## config.mk

```make
export PLATFORM = sky130hd
export DESIGN_NAME = dmem_mmio_bus
export DESIGN_NICKNAME = d
export VERILOG_FILES = /design/src/rtl/dmem_mmio_bus.sv
export SDC_FILE = /design/constraint.sdc
export NUM_CORES = 2
export LEC_CHECK = 0
export CORE_MARGIN = 1
export CORE_UTILIZATION = 47
export CTS_CLUSTER_SIZE = 8
export DETAILED_ROUTE_END_ITERATION = 7
export MAX_ROUTING_LAYER = met4
export PLACE_DENSITY_LB_ADDON = 0.1
export SLEW_MARGIN = 10
export SYNTH_ARGS = -nofsm -noshare
export SYNTH_HDL_FRONTEND = slang
export SYNTH_SLANG_ARGS = --single-unit
```

## constraint.sdc

```tcl
create_clock -name clk -period 3.54 [get_ports clk]
set_clock_uncertainty 0.2 [all_clocks]
set_input_delay 0.354 -clock clk [delete_from_list [all_inputs] [get_ports clk]]
set_output_delay 0.354 -clock clk [all_outputs]
set_load 0.005 [all_outputs]
```

## src/rtl/dmem_mmio_bus.sv

```systemverilog
// Data-side memory for the single-cycle core: word RAM, a free-running cycle
// counter and a console TX FIFO behind a small MMIO window, with combinational reads.
module dmem_mmio_bus #(
  parameter int          RAM_WORDS  = 64,
  parameter int          FIFO_DEPTH = 4,
  parameter logic [31:0] MMIO_BASE  = 32'hFFFF_0000
) (
  input  logic        clk,
  input  logic        reset,
  input  logic        memwrite,
  input  logic [31:0] addr,
  input  logic [31:0] writedata,
  output logic [31:0] readdata,
  output logic [7:0]  tx_data,
  output logic        tx_valid,
  input  logic        tx_ready
);
  localparam int AW = $clog2(RAM_WORDS);
  localparam int PW = $clog2(FIFO_DEPTH);
  localparam int CW = PW + 1;

  typedef enum logic [1:0] {R_TXDATA, R_TXSTAT, R_CYCLES, R_DROPS} reg_e;

  logic [31:0]   ram [RAM_WORDS];
  logic [7:0]    fifo [FIFO_DEPTH];
  logic [PW-1:0] rd_ptr, wr_ptr;
  logic [CW-1:0] count;
  logic [31:0]   cycles, drops, txstat;

  logic is_ram, is_mmio, full, empty, pop, push_req, push_ok, drop;
  logic wr_cycles, wr_drops;
  reg_e off;

  // The MMIO window is 16 bytes, so addr[3:2] alone picks the register.
  assign is_ram  = addr < 32'(RAM_WORDS * 4);
  assign is_mmio = addr[31:4] == MMIO_BASE[31:4];
  assign off     = reg_e'(addr[3:2]);

  assign full     = count == CW'(FIFO_DEPTH);
  assign empty    = count == '0;
  assign tx_valid = !empty;
  assign tx_data  = tx_valid ? fifo[rd_ptr] : 8'h00;
  assign pop      = tx_valid && tx_ready;

  assign push_req  = memwrite && is_mmio && off == R_TXDATA;
  // A full FIFO still takes a push when the head leaves in the same cycle.
  assign push_ok   = push_req && (!full || pop);
  assign drop      = push_req && !push_ok;
  assign wr_cycles = memwrite && is_mmio && off == R_CYCLES;
  assign wr_drops  = memwrite && is_mmio && off == R_DROPS;

  always_comb begin
    txstat         = '0;
    txstat[0]      = full;
    txstat[1]      = empty;
    txstat[8 +: CW] = count;
  end

  always_comb begin
    readdata = '0;
    if (is_ram) readdata = ram[addr[AW+1:2]];
    else if (is_mmio) begin
      case (off)
        R_TXSTAT: readdata = txstat;
        R_CYCLES: readdata = cycles;
        R_DROPS:  readdata = drops;
        default:  readdata = '0;
      endcase
    end
  end

  // Storage arrays carry no reset; only their write enables are gated by it.
  always_ff @(posedge clk) begin
    if (!reset && memwrite && is_ram) ram[addr[AW+1:2]] <= writedata;
    if (!reset && push_ok)            fifo[wr_ptr]      <= writedata[7:0];
  end

  always_ff @(posedge clk) begin
    if (reset) begin
      rd_ptr <= '0;
      wr_ptr <= '0;
      count  <= '0;
      cycles <= '0;
      drops  <= '0;
    end else begin
      cycles <= wr_cycles ? writedata : cycles + 32'd1;
      if (wr_drops)  drops <= writedata;
      else if (drop) drops <= drops + 32'd1;
      if (pop)     rd_ptr <= rd_ptr + 1'b1;
      if (push_ok) wr_ptr <= wr_ptr + 1'b1;
      if (push_ok && !pop)      count <= count + 1'b1;
      else if (!push_ok && pop) count <= count - 1'b1;
    end
  end
endmodule
```

==> metrics.cfg <==
[status]
status = finished, violations left
violations = setup timing

[clock_network]
tritoncts = yes
cts_made_buffers = 320
cts.sinks = 2153
insertion_delay_ps = 920
clock_tree.root_cell = clkbuf_16
cts_buffer_depth = 4
clkTransAtPathRegs_ps = 50
cts_max_level = 5

[synth]
synth.avg_cell_area_sq_um = 19.9
ys_warn_count = 0
synth-async-reset-ratio_pct = 0
ys_seq_area_share_pct = 75.3
mappedNetlistArea_sq_um = 84900
ys.flop_type = edfxtp_1
syn_inst = 4272
synth_nets = 4348
synth-seq-cells = 2153
yosysUniqueCellTypes = 86
synth_edf_count = 2080

[power]
total_power_uw = 57300
p_leak_uw = 0.0345
swShare_pct = 21.0
combPwrFrac_pct = 5.3
worst_ir_drop_vdd_mv = 0.579
p_switching_uw = 12000
power_frac_clock_pct = 45.9
power_frac_seq_pct = 48.8
p_int_uw = 45300
power_density_nw_per_um2 = 546

[route]
totalWireLength_mm = 273
vias = 48500
ant_nets = 0
drc = 0
vias_per_cell = 6.38
first_iter_violations = 6559
wl_per_cell_microns = 35.9
first_pass_iters = 6

[timing]
final-hold-violation-count = 0
drv_slew = 0
setup_ws_ps = -583
rsz0062_at_grt = true
hold_ws_ps = 76.1
relSlewSlack_pct = 19.0
layout_min_cycle_time_ps = 4120
max_slew.worst_pin.slew_ps = 1210
tns_ps = -1670
clock.fmax_mhz = 243
finalCritPeriodShare_pct = 116
setup_viol = 9

[job]
maxCapViolCount = 0

[floorplanning]
io_pins = 109
die_x_microns = 427
coreArea_sq_um = 179000
fp.dieArea_sq_um = 182000
die_y_microns = 427
rows = 155
start_util_pct = 47.4

[cells_and_area]
layout.nets = 5296
syn2layout_area_growth_pct = 23.7
fillCellCount = 13200
layout_commonest_cell = edfxtp_1
mostFrequentLayoutCells = edfxtp_1, buf_4, mux4_2
drive_above_1_share_pct = 34.2

[setup_path]
cp_max_fo = 1
cp.arrival_ps = 3570
required_ps = 2990
cp-start-kind = register
crit_slowest_cell = a222oi_1
crit_buf_inv = 3
critPathKind = register to primary output
crit_path_cell_trace = mux4_2 > a22oi_2 > buf_6 > nand4_1 > a222oi_1 > buf_4 > o21ai_2 > buf_2
critPathMaxStageDelay_ps = 830
worst_setup_path_end_kind = primary output
path_delay_family = compound AO/OA/AOI/OAI gates

[global_routing]
top_usage_layer = met2
grtUsageMet1_pct = 43.2
met3_usage_pct = 6.06
antenna_found_initial = 15
grt_pass1_wl_mm = 377
grt_pass1_vias = 47200
track_usage_pct = 31.0
grt_max_degree = 67
grt-ovfl-total = 0
use_met2_pct = 47.4

[min_path]
hold_path_class = input pin to register

[placed_design]
place_ws_ps = -921
port_buffers = 106
detailed_place_hpwl_mm = 180
gp_congestion = 0.927

power by group through the flow:
stage	clock network (uW)	registers, uW	logic, uW
floorplan	0	28500	1270
global placement	0	28500	2840
detailed placement	0	28500	2860
CTS	26600	28000	3000
global route	27600	28000	3160
finish	26300	28000	3040
final timing paths:
kind,startpoint,end,slack (ps),cells past startpoint
max,ram[30][8],readdata[8],-580,8
min,tx_ready,register,80,4
max reg2reg,drops[12],drops[29],230,7
min reg2reg,wr_ptr[1],wr_ptr[1],330,2
logic make-up (layout without fill, tap and decap cells):
| group | count (synthesis) | in the layout | synth area share (%) |
|---|---|---|---|
| buffers and inverters | 255 | 1234 | 1.85 |
| other | 0 | 4 | 0 |
| AO/OA/AOI/OAI | 482 | 482 | 3.99 |
| XOR/XNOR | 43 | 43 | 0.444 |
| multiplexers | 699 | 699 | 14.6 |
| adder cells (fa/ha/maj) | 8 | 8 | 0.127 |
| flip-flops | 2153 | 2153 | 75.3 |
| AND/OR/NAND/NOR | 632 | 632 | 3.70 |
synth_stat cells, types with 29 or more instances:
cell | count | area, sq um
edfxtp_1 | 2080 | 62500
mux4_2 | 418 | 9410
mux2i_1 | 260 | 2600
nor2_1 | 184 | 691
nand2_1 | 133 | 499
a22oi_1 | 112 | 841
clkbuf_1 | 85 | 319
nand3_1 | 74 | 370
dfxtp_1 | 73 | 1460
a21oi_1 | 70 | 350
buf_2 | 67 | 335
nor3_1 | 53 | 265
o21ai_0 | 52 | 260
a211oi_1 | 51 | 383
o22ai_1 | 43 | 269
buf_6 | 38 | 428
nand4_1 | 38 | 238
buf_4 | 29 | 218
registers in the layout, summed over array words and instances, names as in the netlist, named ones only:
signal,flops
rd_ptr,2
ram,2048
count,3
fifo,32
wr_ptr,2
cycles,32
drops,32
final cells by class:
class,instances,area [sq um],share of cell area (%)
sequential,2153,63900,60.9
clock inverter,6,71.3,0.0679
timing repair buffer,866,8910,8.48
multi-input combinational,1864,20900,19.9
antenna,4,10.0,0.00953
clock buffer,347,8250,7.85
tap,2355,2950,2.81
inverter,15,58.8,0.0560
timing repair:
action,4_1_cts,5_1_grt
buffers inserted,0,0
pin swaps,74,24
endpoints found under the setup margin,32,29
gates resized for setup,281,36
endpoints found under the hold margin,964,0
hold buffers,34,0
layer usage:
layer  vias to the layer above  part of all wire [%]
met3                       407                   9.1
met2                      2656                    47
met1                     25900                    41
met4                         0                   2.5
met5                         -                     0
li1                      19600                     -
metrics by stage:
step	cell area (sq um)	util [%]	cells
3_5_place_dp	95600	53.4	7232
6_report	105000	58.7	7610
5_1_grt	105000	58.7	7609
4_1_cts	105000	58.6	7608
3_3_place_gp	95600	53.4	7232
2_1_floorplan	84900	-	4272
worst register-to-register path, delay by kind of cell, from the launching register on:
family,cells,cell delay [ps]
AOI/OAI and AO/OA,2,420
buffers and inverters,1,570
DFF,1,490
and+or+nand+nor,4,1510
No activity file was read; power rests on OpenSTA's default activity.
